$ cat src/rtl/next_pc_fetch.sv
// Program-counter register and instruction-fetch sequencer.
// Turns the control-transfer selection into the next PC.
// Fetches the instruction at PC over a request/grant/response interface.
// Holds the instruction valid until it retires.
// Misaligned branch and JALR targets are redirected to TRAP_VECTOR.
module next_pc_fetch #(
  parameter logic [31:0] RESET_VECTOR = 32'h0040_0000,
  parameter logic [31:0] TRAP_VECTOR  = 32'h0040_0100
) (
  input  logic        clock,
  input  logic        reset_n,
  input  logic [1:0]  next_pc_select,
  input  logic [31:0] pc_imm,
  input  logic [31:0] jalr_target,
  input  logic        retire,
  output logic        imem_req,
  output logic [31:0] imem_addr,
  input  logic        imem_gnt,
  input  logic        imem_rvalid,
  input  logic [31:0] imem_rdata,
  output logic [31:0] pc,
  output logic [31:0] pc_plus_4,
  output logic [31:0] inst,
  output logic        inst_valid,
  output logic        misaligned_trap,
  output logic [31:0] fault_addr
);

  localparam logic [31:0] NOP = 32'h0000_0013;

  typedef enum logic [1:0] {
    ST_IDLE    = 2'd0,
    ST_REQUEST = 2'd1,
    ST_WAIT    = 2'd2,
    ST_EXECUTE = 2'd3
  } state_t;

  state_t      state_q, state_d;
  logic        armed_q, armed_d;
  logic [31:0] pc_q, pc_d;
  logic [31:0] inst_q, inst_d;
  logic [31:0] fault_addr_q, fault_addr_d;
  logic        trap_q, trap_d;

  logic [31:0] target;
  logic        misaligned;

  // Raw control-transfer target for the current selection (modulo 2^32).
  function automatic logic [31:0] calc_target(input logic [1:0]  sel,
                                              input logic [31:0] cur_pc,
                                              input logic [31:0] imm,
                                              input logic [31:0] jalr);
    logic signed [31:0] pc_s;
    logic signed [31:0] imm_s;
    pc_s  = cur_pc;
    imm_s = imm;
    case (sel)
      2'b00:   calc_target = cur_pc + 32'd4;
      2'b01:   calc_target = 32'(pc_s + imm_s);
      2'b10:   calc_target = jalr & ~32'h1;
      default: calc_target = TRAP_VECTOR;
    endcase
  endfunction

  // Only PC-relative and register-indirect targets can be misaligned.
  function automatic logic is_misaligned(input logic [1:0]  sel,
                                         input logic [31:0] tgt);
    is_misaligned = ((sel == 2'b01) || (sel == 2'b10)) && tgt[1];
  endfunction

  assign target     = calc_target(next_pc_select, pc_q, pc_imm, jalr_target);
  assign misaligned = is_misaligned(next_pc_select, target);

  // State and datapath registers; reset aborts any fetch in flight.
  // armed_q holds the FSM in IDLE for one extra edge after reset release,
  // so the first request goes out on the second edge.
  always_ff @(posedge clock or negedge reset_n) begin
    if (!reset_n) begin
      state_q      <= ST_IDLE;
      armed_q      <= 1'b0;
      pc_q         <= RESET_VECTOR;
      inst_q       <= NOP;
      fault_addr_q <= 32'h0;
      trap_q       <= 1'b0;
    end else begin
      state_q      <= state_d;
      armed_q      <= armed_d;
      pc_q         <= pc_d;
      inst_q       <= inst_d;
      fault_addr_q <= fault_addr_d;
      trap_q       <= trap_d;
    end
  end

  // Next-state logic; stray responses and retires are ignored by state.
  always_comb begin
    state_d = state_q;
    case (state_q)
      ST_IDLE:    if (armed_q)     state_d = ST_REQUEST;
      ST_REQUEST: if (imem_gnt)    state_d = ST_WAIT;
      ST_WAIT:    if (imem_rvalid) state_d = ST_EXECUTE;
      ST_EXECUTE: if (retire)      state_d = ST_REQUEST;
      default:                     state_d = ST_IDLE;
    endcase
  end

  // Datapath updates: capture the response in WAIT, redirect PC on retire.
  always_comb begin
    armed_d      = 1'b1;
    pc_d         = pc_q;
    inst_d       = inst_q;
    fault_addr_d = fault_addr_q;
    trap_d       = 1'b0;
    if ((state_q == ST_WAIT) && imem_rvalid) begin
      inst_d = imem_rdata;
    end
    if ((state_q == ST_EXECUTE) && retire) begin
      pc_d   = misaligned ? TRAP_VECTOR : target;
      trap_d = misaligned;
      if (misaligned) begin
        fault_addr_d = target;
      end
    end
  end

  // Outputs decoded from state or taken directly from registers.
  always_comb begin
    imem_req        = (state_q == ST_REQUEST);
    inst_valid      = (state_q == ST_EXECUTE);
    imem_addr       = pc_q;
    pc              = pc_q;
    pc_plus_4       = pc_q + 32'd4;
    inst            = inst_q;
    misaligned_trap = trap_q;
    fault_addr      = fault_addr_q;
  end

endmodule

$ cat config.mk
export PLATFORM = sky130hd
export DESIGN_NAME = next_pc_fetch
export DESIGN_NICKNAME = d
export VERILOG_FILES = /design/src/rtl/next_pc_fetch.sv
export SDC_FILE = /design/constraint.sdc
export NUM_CORES = 1
export LEC_CHECK = 0
export ABC_AREA = 0
export ABC_CLOCK_PERIOD_IN_PS = 4100
export CELL_PAD_IN_SITES_DETAIL_PLACEMENT = 2
export CELL_PAD_IN_SITES_GLOBAL_PLACEMENT = 2
export CORE_MARGIN = 4
export CORE_UTILIZATION = 26
export DETAILED_ROUTE_END_ITERATION = 7
export GPL_ROUTABILITY_DRIVEN = 0
export GPL_TIMING_DRIVEN = 0
export PLACE_DENSITY = 0.8
export SLEW_MARGIN = 30
export SYNTH_ARGS = -nofsm -noshare
export SYNTH_HDL_FRONTEND = slang
export SYNTH_SLANG_ARGS = --single-unit
$ cat constraint.sdc
create_clock -name clock -period 4.1 [get_ports clock]
set_clock_uncertainty 0.2 [all_clocks]
set_input_delay 0.41 -clock clock [delete_from_list [all_inputs] [get_ports clock]]
set_output_delay 0.41 -clock clock [all_outputs]
set_load 0.1 [all_outputs]
==> results of run 1 <==
registers in the layout, indices dropped and copies added, names as in the netlist:
signal,count
armed_q,1
misaligned_trap,1
fault_addr,32
state_q,2
inst,32
imem_addr,32
stage by stage:
stage	setup TNS (ns)	cell area, sq um	setup slack, ns	cells	hold slack (ns)
detailed placement	-2.24	10200	-0.596	1345	0.121
CTS	0	10500	0.00240	1362	0.290
global route	0	10500	0.0113	1365	0.324
finish	0	10500	0.152	1365	0.283
floorplan	-0.00249	7070	-0.00249	745	-0.0856
global placement	-191.73	10100	-1.96	1344	0.251
cell type report:
cell class | instances | share of cell area, %
clock inverter | 7 | 0.730
buffer | 74 | 4.03
tap | 335 | 4.01
multi-input combinational | 555 | 39.2
clock buffer | 9 | 2.15
timing repair buffer | 268 | 25.3
sequential | 100 | 24.0
inverter | 16 | 0.574
antenna | 1 | 0.0239
worst max-delay path, cell delays in order (launching register included):
cell	delay, ns
dfrtp_1	0.57
nand3_2	0.24
or3b_1	0.43
buf_4	0.20
or3_1	0.38
xnor2_2	0.24
dlygate4sd2_1	0.91
cells in the final DEF, fill, tap and decap left out, drive strengths merged, types with 16 or more instances in the layout:
cell type,count
clkdlybuf4s50,239
nand2,98
dfrtp,96
buf,59
o21ai,45
ha,41
a21oi,40
clkbuf,40
mux2,38
nor2,36
xnor2,29
nand3,26
xor2,26
inv,20
a22o,17
a222oi,16
a21o,16
cell families (layout without fill, tap and decap cells):
group,count (synthesis),in the layout,share of synthesized area [%]
DFF,100,100,36.2
muxes,40,40,6.46
other,1,2,0.0541
buffers and inverters,90,374,6.93
xor gates and xnor gates,55,55,7.17
and+or+nand+nor,223,223,15.6
adders and majority gates,42,42,7.69
AOI/OAI and AO/OA,194,194,19.9
how the worst min path moves through the flow:
stage,slack (ns),cells past startpoint,to,from
2_1_floorplan,-0.09,0,armed_q$_DFF_PN0_,reset_n
3_3_place_gp,0.25,1,fault_addr[1]$_DFFE_PN0P_,fault_addr[1]$_DFFE_PN0P_
3_5_place_dp,0.12,1,fault_addr[24]$_DFFE_PN0P_,reset_n
4_1_cts,0.29,1,fault_addr[1]$_DFFE_PN0P_,fault_addr[1]$_DFFE_PN0P_
5_1_grt,0.32,2,fault_addr[9]$_DFFE_PN0P_,fault_addr[9]$_DFFE_PN0P_
6_report,0.28,1,fault_addr[1]$_DFFE_PN0P_,fault_addr[1]$_DFFE_PN0P_
repair_timing:
item	CTS	global route
hold buffers	1	0
resized for setup	27	18
pin swaps	1	1
endpoints found under the setup margin	16	14
setup buffers	0	2
endpoints found under the hold margin	37	0
metal layers:
metal | up-vias | wire, um | global-route usage (%)
met5 | - | 0 | 0
met4 | 0 | 548 | 4.99
met3 | 37 | 1930 | 4.46
met2 | 253 | 16700 | 39.6
met1 | 3621 | 13900 | 27.9
li1 | 3226 | - | -
==> metrics.md, run 1 <==
| Metric | Value |
|---|---|
| Worst hold path class | `reg -> reg` |
| Slew Limit Fails | `0` |
| Antenna Nets Post-Route | `0` |
| CTS clk-pin slew, worst paths | `roughly 0.090 ns` |
| Worst-Skew Late Latency | `0.36 ns` |
| Async SR Flop Fraction | `100%` |
| Final Hold Fails | `0` |
| CP Capture Point | `pc_plus_4[21]` |
| Ys flop type | `dfrtp_1` |
| Fin util | `between 40% and 50%` |
| Synth warn | `0` |
| Ratio of cells with drive above 1 in the final layout | `between 10% and 20%` |
| Flop2flop setup slack | `~0.38 ns` |
| Net count reported at finish | `1169` |
| Drt pass-1 iters | `6` |
| Mean Syn Cell Area | `about 9.3 sq um` |
| Area grow syn2layout | `50.9%` |
| Crit path launch | `imem_addr[8]$_DFFE_PN0P_` |
| Cell area after synthesis | `approximately 6900 sq um` |
| Slew margin rel. | `31.3%` |
| Post-Synthesis Cells | `745` |
| Drt drc | `0` |
| R2r worst-path depth | `12` |
| First-pass GRT wire length | `49900 um` |
| Max H-tree Level | `3` |
| Reg2reg start | `imem_addr[0]$_DFFE_PN0P_` |
| Initial antenna violation count | `1` |
| Die area | `between 20000 and 30000 sq um` |
| Max-cap viol count | `0` |
| Syn Nets | `just under 900` |
| # rows | `59` |
| Total global-route track usage | `between 20 and 25%` |
| Yosys cell types | `68` |
| Area leader, netlist | `dfrtp_1` |
| Initial Util | `about a quarter` |
| WS Path Type | `reg -> out` |
| Total Wirelength | `approximately 33000 um` |
| CP Max Fanout | `8` |
| Clock Path Buffers | `2` |
| Avg Vias per Cell | `between 5 and 6` |
| Total gr overflow | `0` |
| FF/Latch Area | `about 2500 sq um` |
| Die Y | `roughly 170 um` |
| CP startpoint kind | `flop` |
| Largest net degree at the start of global routing | `64` |
| Drt wl/cell | `about 24 um` |
| Synth top cells by count | `nand2_1 (98), dfrtp_1 (96), ha_1 (41), o21ai_0 (41), a21oi_1 (39)` |
| Critical Path AT | `about 3.3 ns` |
| Post-synth top area share | `between 30% and 40%` |
| Die width | `171 um` |
| Root Driver | `clkbuf_16` |
| Clk sinks | `100` |
| Detailed Place HPWL | `around 26000 um` |
| RSZ-0062 raised after global routing | `no` |
| Seq/Total Area, Yosys | `a little over a third` |
| Least-Margin Pin Slew | `about 1.0 ns` |
| Number of port buffers | `264` |
| I/O pin total | `between 200 and 300` |
| Reg2reg end | `fault_addr[27]$_DFFE_PN0P_` |
| Multi-input logic area | `about 4100 sq um` |
| CTS tree | `done` |
| Peak Freq | `~0.25 GHz` |
| CTS Buf Count | `9` |
| Initial DRC count | `385` |
| Vias in the first global route | `8088` |
| Crit share post-route | `a little over nine tenths` |
| Area contributors post-synth | `dfrtp_1 (35%), ha_1 (7.4%), mux2_2 (6.2%)` |
| EDFF count, synth | `0` |
| Post-synthesis register bit count | `100` |
| Minimum clock period | `~3.9 ns` |
| Crit end category | `primary output` |
| Run status | `finished clean` |
| Worst path required time | `~3.5 ns` |
| Count leader, synth | `nand2_1` |
| Setup violators final | `0` |
| Fill cell count | `2898` |
| Vias | `slightly above 7000` |
| CORE AREA | `around 26000 sq um` |
Power of run 1 is left out: the tool's default activity adds up to more than one toggle a clock period on the data nets, which glitch-free logic cannot reach.
==> run 2: changes to the inputs <==
- ABC_CLOCK_PERIOD_IN_PS: 4100 -> 4300
- clock period: 4.1 -> 4.3 ns (I/O delays scaled with it)
==> metrics.md, run 2 (same netlist as run 1, synthesis figures left out) <==
| Metric | Value |
|---|---|
| Run status | `finished clean` |
| Most frequent cells in the layout | `clkdlybuf4s50_1 (242), nand2_1 (98), dfrtp_1 (96), o21ai_0 (41), ha_1 (41)` |
| Initial DRC count | `439 (+14%)` |
| Slew margin rel. | `27.7% (-3.5 points)` |
| I/O pin total | `266 (unchanged)` |
| Worst setup margin | `0.174 ns (+0.0228 ns)` |
| Largest net degree at the start of global routing | `78 (+22%)` |
| Clock Path Buffers | `2 (unchanged)` |
| CP startpoint kind | `flop` |
| Reg2reg start | `imem_addr[0]$_DFFE_PN0P_` |
| Clk sinks | `100 (unchanged)` |
| R2r worst-path depth | `11 (-1)` |
| Total Wirelength | `32700 um (-1.1%)` |
| Flop2flop setup slack | `0.35 ns (-0.03 ns)` |
| Vias | `7082 (-0.77%)` |
| Total global-route track usage | `22.0% (-0.27 points)` |
| Crit end category | `primary output` |
| Fill cell count | `2865 (-1.1%)` |
| First-pass GRT wire length | `49300 um (-1.1%)` |
| CP Max Fanout | `8 (unchanged)` |
| Most common cell after layout, fill and taps aside | `clkdlybuf4s50_1` |
| Setup WS pre-CTS | `-0.475 ns (+0.121 ns)` |
| Diode count | `0 (-1)` |
| Area grow syn2layout | `50.6%` |
| # rows | `59 (unchanged)` |
| Avg Vias per Cell | `5.19 (-0.70%)` |
| Vias in the first global route | `7909 (-2.2%)` |
| Least-Margin Pin Slew | `1.08 ns (+0.0561 ns)` |
| Reg2reg end | `fault_addr[21]$_DFFE_PN0P_` |
| Drt drc | `0 (unchanged)` |
| Total gr overflow | `0 (unchanged)` |
| Slew Limit Fails | `0 (unchanged)` |
| Initial antenna violation count | `0 (-1)` |
| Worst-Skew Late Latency | `0.37 ns (about the same)` |
| Antenna Nets Post-Route | `0 (unchanged)` |
| Peak Freq | `between 0.2 and 0.25 GHz` |
| Crit share post-route | `between 90 and 100%` |
| FF/Latch Area | `2510 sq um (unchanged)` |
| RSZ-0062 raised after global routing | `no` |
| Multi-input logic area | `4060 sq um (-0.92%)` |
| Root Driver | `clkbuf_16` |
| Critical Path AT | `3.50 ns (+0.16 ns)` |
| Worst hold path class | `in -> async` |
| WS Path Type | `reg -> out` |
| Number of port buffers | `264 (unchanged)` |
| Net count reported at finish | `1169 (unchanged)` |
| Minimum clock period | `around 4.1 ns` |
| Drt wl/cell | `24.0 um (-1.0%)` |
| CORE AREA | `26100 sq um (unchanged)` |
| CTS clk-pin slew, worst paths | `0.08 ns (about the same)` |
| Max-cap viol count | `0 (unchanged)` |
| CTS tree | `done` |
| Detailed Place HPWL | `25200 um (-2.2%)` |
| Initial Util | `26.5% (unchanged)` |
| Worst path required time | `3.67 ns (+0.18 ns)` |
| Die width | `171 um (unchanged)` |
| Die area | `29300 sq um (unchanged)` |
| Die Y | `171 um (unchanged)` |
| Final Hold Fails | `0 (unchanged)` |
| Setup violators final | `0 (unchanged)` |
| Drt pass-1 iters | `5 (-1)` |
| Ratio of cells with drive above 1 in the final layout | `14.8% (-1.3 points)` |
| Setup TNS | `0 ns (unchanged)` |
| CTS Buf Count | `9 (unchanged)` |
| Max H-tree Level | `3 (unchanged)` |
-- run 2: layout make-up --
cell class	count	area share (%)
Buffer	74	4.03
Clock inverter	7	0.683
Sequential cell	100	24.0
Multi-Input combinational cell	555	38.9
Inverter	16	0.575
Tap cell	335	4.02
Clock buffer	9	2.16
Timing Repair Buffer	268	25.6
-- run 2: worst max-delay path by stage --
stage | slack (ns) | startpoint | to
after floorplan | 0.05 | imem_addr[4]$_DFFE_PN0P_ | fault_addr[17]$_DFFE_PN0P_
after global placement | -1.81 | reset_n | fault_addr[6]$_DFFE_PN0P_
after detailed placement | -0.48 | imem_addr[2]$_DFFE_PN0P_ | pc_plus_4[30]
after CTS | 0.003 | imem_addr[8]$_DFFE_PN0P_ | pc_plus_4[21]
after global routing | 0.02 | imem_addr[8]$_DFFE_PN0P_ | pc_plus_4[19]
final | 0.17 | imem_addr[8]$_DFFE_PN0P_ | pc_plus_4[23]
-- run 2: per-stage QoR --
| step | hold WS [ns] | area (sq um) | std cells | utilization, % |
|---|---|---|---|---|
| 6_report | 0.288 | 10400 | 1364 | 39.9 |
| 5_1_grt | 0.304 | 10400 | 1364 | 39.9 |
| 4_1_cts | 0.294 | 10400 | 1362 | 39.9 |
| 3_5_place_dp | 0.0896 | 10100 | 1345 | 38.7 |
| 3_3_place_gp | 0.251 | 10100 | 1344 | 38.6 |
| 2_1_floorplan | -0.0656 | 7040 | 745 | - |
-- run 2: timing repair --
action                                  CTS  global route
buffers inserted                          0             2
endpoints found under the setup margin   12             6
resized for setup                        18             6
hold buffers                              1             0
hold endpoints to repair                 23             0
pin swaps                                 1             1
cloned                                    0             0
-- run 2: layer usage --
layer	vias to the layer above	wire length, um	track usage [%]
met3	31	1770	4.18
met4	0	499	4.82
li1	3234	-	-
met1	3608	14100	28.3
met5	-	0	0.167
met2	209	16400	38.5
-- run 2: worst max-delay path, stage by stage (launching register included) --
cell	delay [ns]
dfrtp_1	0.63
nand3_2	0.24
or3b_1	0.42
buf_4	0.21
or3_1	0.38
nor2_1	0.18
xor2_2	0.18
dlygate4sd2_1	0.88
Power of run 2 is left out for the same reason.
==> run 3: changes to the inputs <==
- ABC_CLOCK_PERIOD_IN_PS: 4300 -> 4750
- CORE_UTILIZATION: 26 -> 28
- PLACE_DENSITY: 0.8 -> 0.85
- TNS_END_PERCENT: unset -> 100
- clock period: 4.3 -> 4.75 ns (I/O delays scaled with it)
==> metrics.md, run 3 (same netlist as run 1, synthesis figures left out) <==
| Metric | Value |
|---|---|
| Avg Vias per Cell | `5.26 (+1.3%)` |
| Number of port buffers | `264 (unchanged)` |
| Vias | `7107 (+0.35%)` |
| Most common cell after layout, fill and taps aside | `clkdlybuf4s50_1` |
| I/O pin total | `266 (unchanged)` |
| Area grow syn2layout | `48.8%` |
| Detailed Place HPWL | `25400 um (+0.71%)` |
| Min Hold Slack | `0.277 ns (-0.0108 ns)` |
| Run status | `finished clean` |
| Peak Freq | `0.219 GHz` |
| Top cell family by delay on the critical path | `simple AND/OR/NAND/NOR gates` |
| Diode count | `0 (unchanged)` |
| Initial Util | `28.5% (+2.0 points)` |
| Setup WS pre-CTS | `0.0901 ns (+0.565 ns)` |
| Die width | `165 um (-3.5%)` |
| Vias in the first global route | `7970 (+0.77%)` |
| Max stage delay on crit path | `0.90 ns (+0.02 ns)` |
| Worst path required time | `4.07 ns (+0.40 ns)` |
| Drt wl/cell | `24.3 um (+1.2%)` |
| Worst hold path class | `reg -> reg` |
| Critical Path AT | `3.89 ns (+0.39 ns)` |
| # rows | `57 (-3.4%)` |
| WS Path Type | `reg -> out` |
| Die area | `27300 sq um (-6.8%)` |
| Crit-path slowest cell | `dlygate4sd2_1` |
| Max H-tree Level | `3 (unchanged)` |
| Largest net degree at the start of global routing | `79 (+1.3%)` |
| Drt drc | `0 (unchanged)` |
| Total gr overflow | `0 (unchanged)` |
| CORE AREA | `24300 sq um (-6.9%)` |
| Final Hold Fails | `0 (unchanged)` |
| RSZ-0062 raised after global routing | `no` |
| CP startpoint kind | `flop` |
| Total global-route track usage | `23.5% (+1.5 points)` |
| Worst-Skew Late Latency | `0.37 ns (about the same)` |
| Clk sinks | `100 (unchanged)` |
| Minimum clock period | `between 4 and 5 ns` |
| Max-cap viol count | `0 (unchanged)` |
| Total Wirelength | `32800 um (+0.22%)` |
| Worst setup margin | `0.186 ns (+0.0115 ns)` |
| Slew Limit Fails | `0 (unchanged)` |
| CTS Buf Count | `9 (unchanged)` |
| Fin util | `42.4% (+2.5 points)` |
| Antenna Nets Post-Route | `0 (unchanged)` |
| CP cell instances | `ha_1 > nand4_1 > nor4_2 > nand3_1 > xnor2_1 > dlygate4sd2_1` |
| Crit end category | `primary output` |
| Setup violators final | `0 (unchanged)` |
| Ratio of cells with drive above 1 in the final layout | `13.2% (-1.5 points)` |
| Initial DRC count | `376 (-14%)` |
| First-pass GRT wire length | `48800 um (-1.0%)` |
| Least-Margin Pin Slew | `1.02 ns (-0.0609 ns)` |
| Critical path buffers and inverters | `1 (-1)` |
| Crit share post-route | `just under 100%` |
| Drt pass-1 iters | `7 (+2)` |
| Most frequent cells in the layout | `clkdlybuf4s50_1 (251), nand2_1 (98), dfrtp_1 (96), o21ai_0 (41), ha_1 (41)` |
| Clock Path Buffers | `2 (unchanged)` |
| Fill cell count | `2628 (-8.3%)` |
| CP Max Fanout | `8 (unchanged)` |
| Initial antenna violation count | `1 (+1)` |
| Net count reported at finish | `1167 (-0.17%)` |
| CTS clk-pin slew, worst paths | `0.08 ns (about the same)` |
| Die Y | `165 um (-3.5%)` |
| CTS tree | `done` |
| Slew margin rel. | `31.6% (+3.8 points)` |
| Root Driver | `clkbuf_16` |
## run 3: cell types whose count changed in the layout (fill, tap and decap cells not counted), sizes merged
cell | previous run | this run
inv | 22 | 20
clkdlybuf4s50 | 242 | 251
bufinv | 0 | 1
clkbuf | 35 | 37
clkinv | 1 | 2
dlygate4sd2 | 8 | 2
dlymetal6s2s | 4 | 2
buf | 58 | 55
clkdlybuf4s15 | 3 | 1
## run 3: worst paths after layout
check / startpoint / end / slack, ns / depth (start not counted)
max: imem_addr[2]$_DFFE_PN0P_ / pc_plus_4[20] / 0.19 / 6
min: fault_addr[1]$_DFFE_PN0P_ / fault_addr[1]$_DFFE_PN0P_ / 0.28 / 1
max reg2reg: imem_addr[0]$_DFFE_PN0P_ / fault_addr[21]$_DFFE_PN0P_ / 0.76 / 11
min reg2reg: fault_addr[1]$_DFFE_PN0P_ / fault_addr[1]$_DFFE_PN0P_ / 0.28 / 1
max in group asynchronous: reset_n / imem_addr[22]$_DFFE_PN1P_ / 3.35 / 3
min in group asynchronous: reset_n / imem_addr[25]$_DFFE_PN0P_ / 0.33 / 2
## run 3: area by class of cell
| class | count | area, sq um | area share (%) |
|---|---|---|---|
| multi-input combinational | 555 | 3950 | 38.3 |
| timing repair buffer | 266 | 2650 | 25.7 |
| sequential | 100 | 2510 | 24.3 |
| buffer | 74 | 420 | 4.08 |
| tap | 324 | 405 | 3.93 |
| clock buffer | 9 | 225 | 2.18 |
| clock inverter | 7 | 90.1 | 0.874 |
| inverter | 16 | 60.1 | 0.582 |
## run 3: per-layer routing
layer	GRT usage (%)	wire length, um
met3	3.50	1830
met4	7.20	799
met2	41.0	16500
met1	30.1	13700
met5	0	8
## run 3: worst reg2reg max path, delay by kind of cell (launching register included)
kind | cells | cell delay [ns]
AO/OA/AOI/OAI | 2 | 0.47
AND/OR/NAND/NOR | 4 | 0.83
adder cells (fa/ha/maj) | 2 | 0.74
buffers and inverters | 3 | 1.23
flip-flops | 1 | 0.45
## run 3: stage by stage
step / instances / TNS, ns / area (sq um)
after floorplan: 745 / 0 / 6930
after global placement: 1333 / -120.85 / 9980
after detailed placement: 1334 / 0 / 10000
after CTS: 1351 / 0 / 10300
after global routing: 1351 / 0 / 10300
final: 1351 / 0 / 10300
## run 3: repair_timing
| action | CTS | global route |
|---|---|---|
| resized for setup | 7 | 6 |
| setup buffers | 0 | 0 |
| endpoints found under the hold margin | 22 | 0 |
| setup endpoints to repair | 5 | 4 |
| hold buffers | 1 | 0 |
Power of run 3 is left out for the same reason.
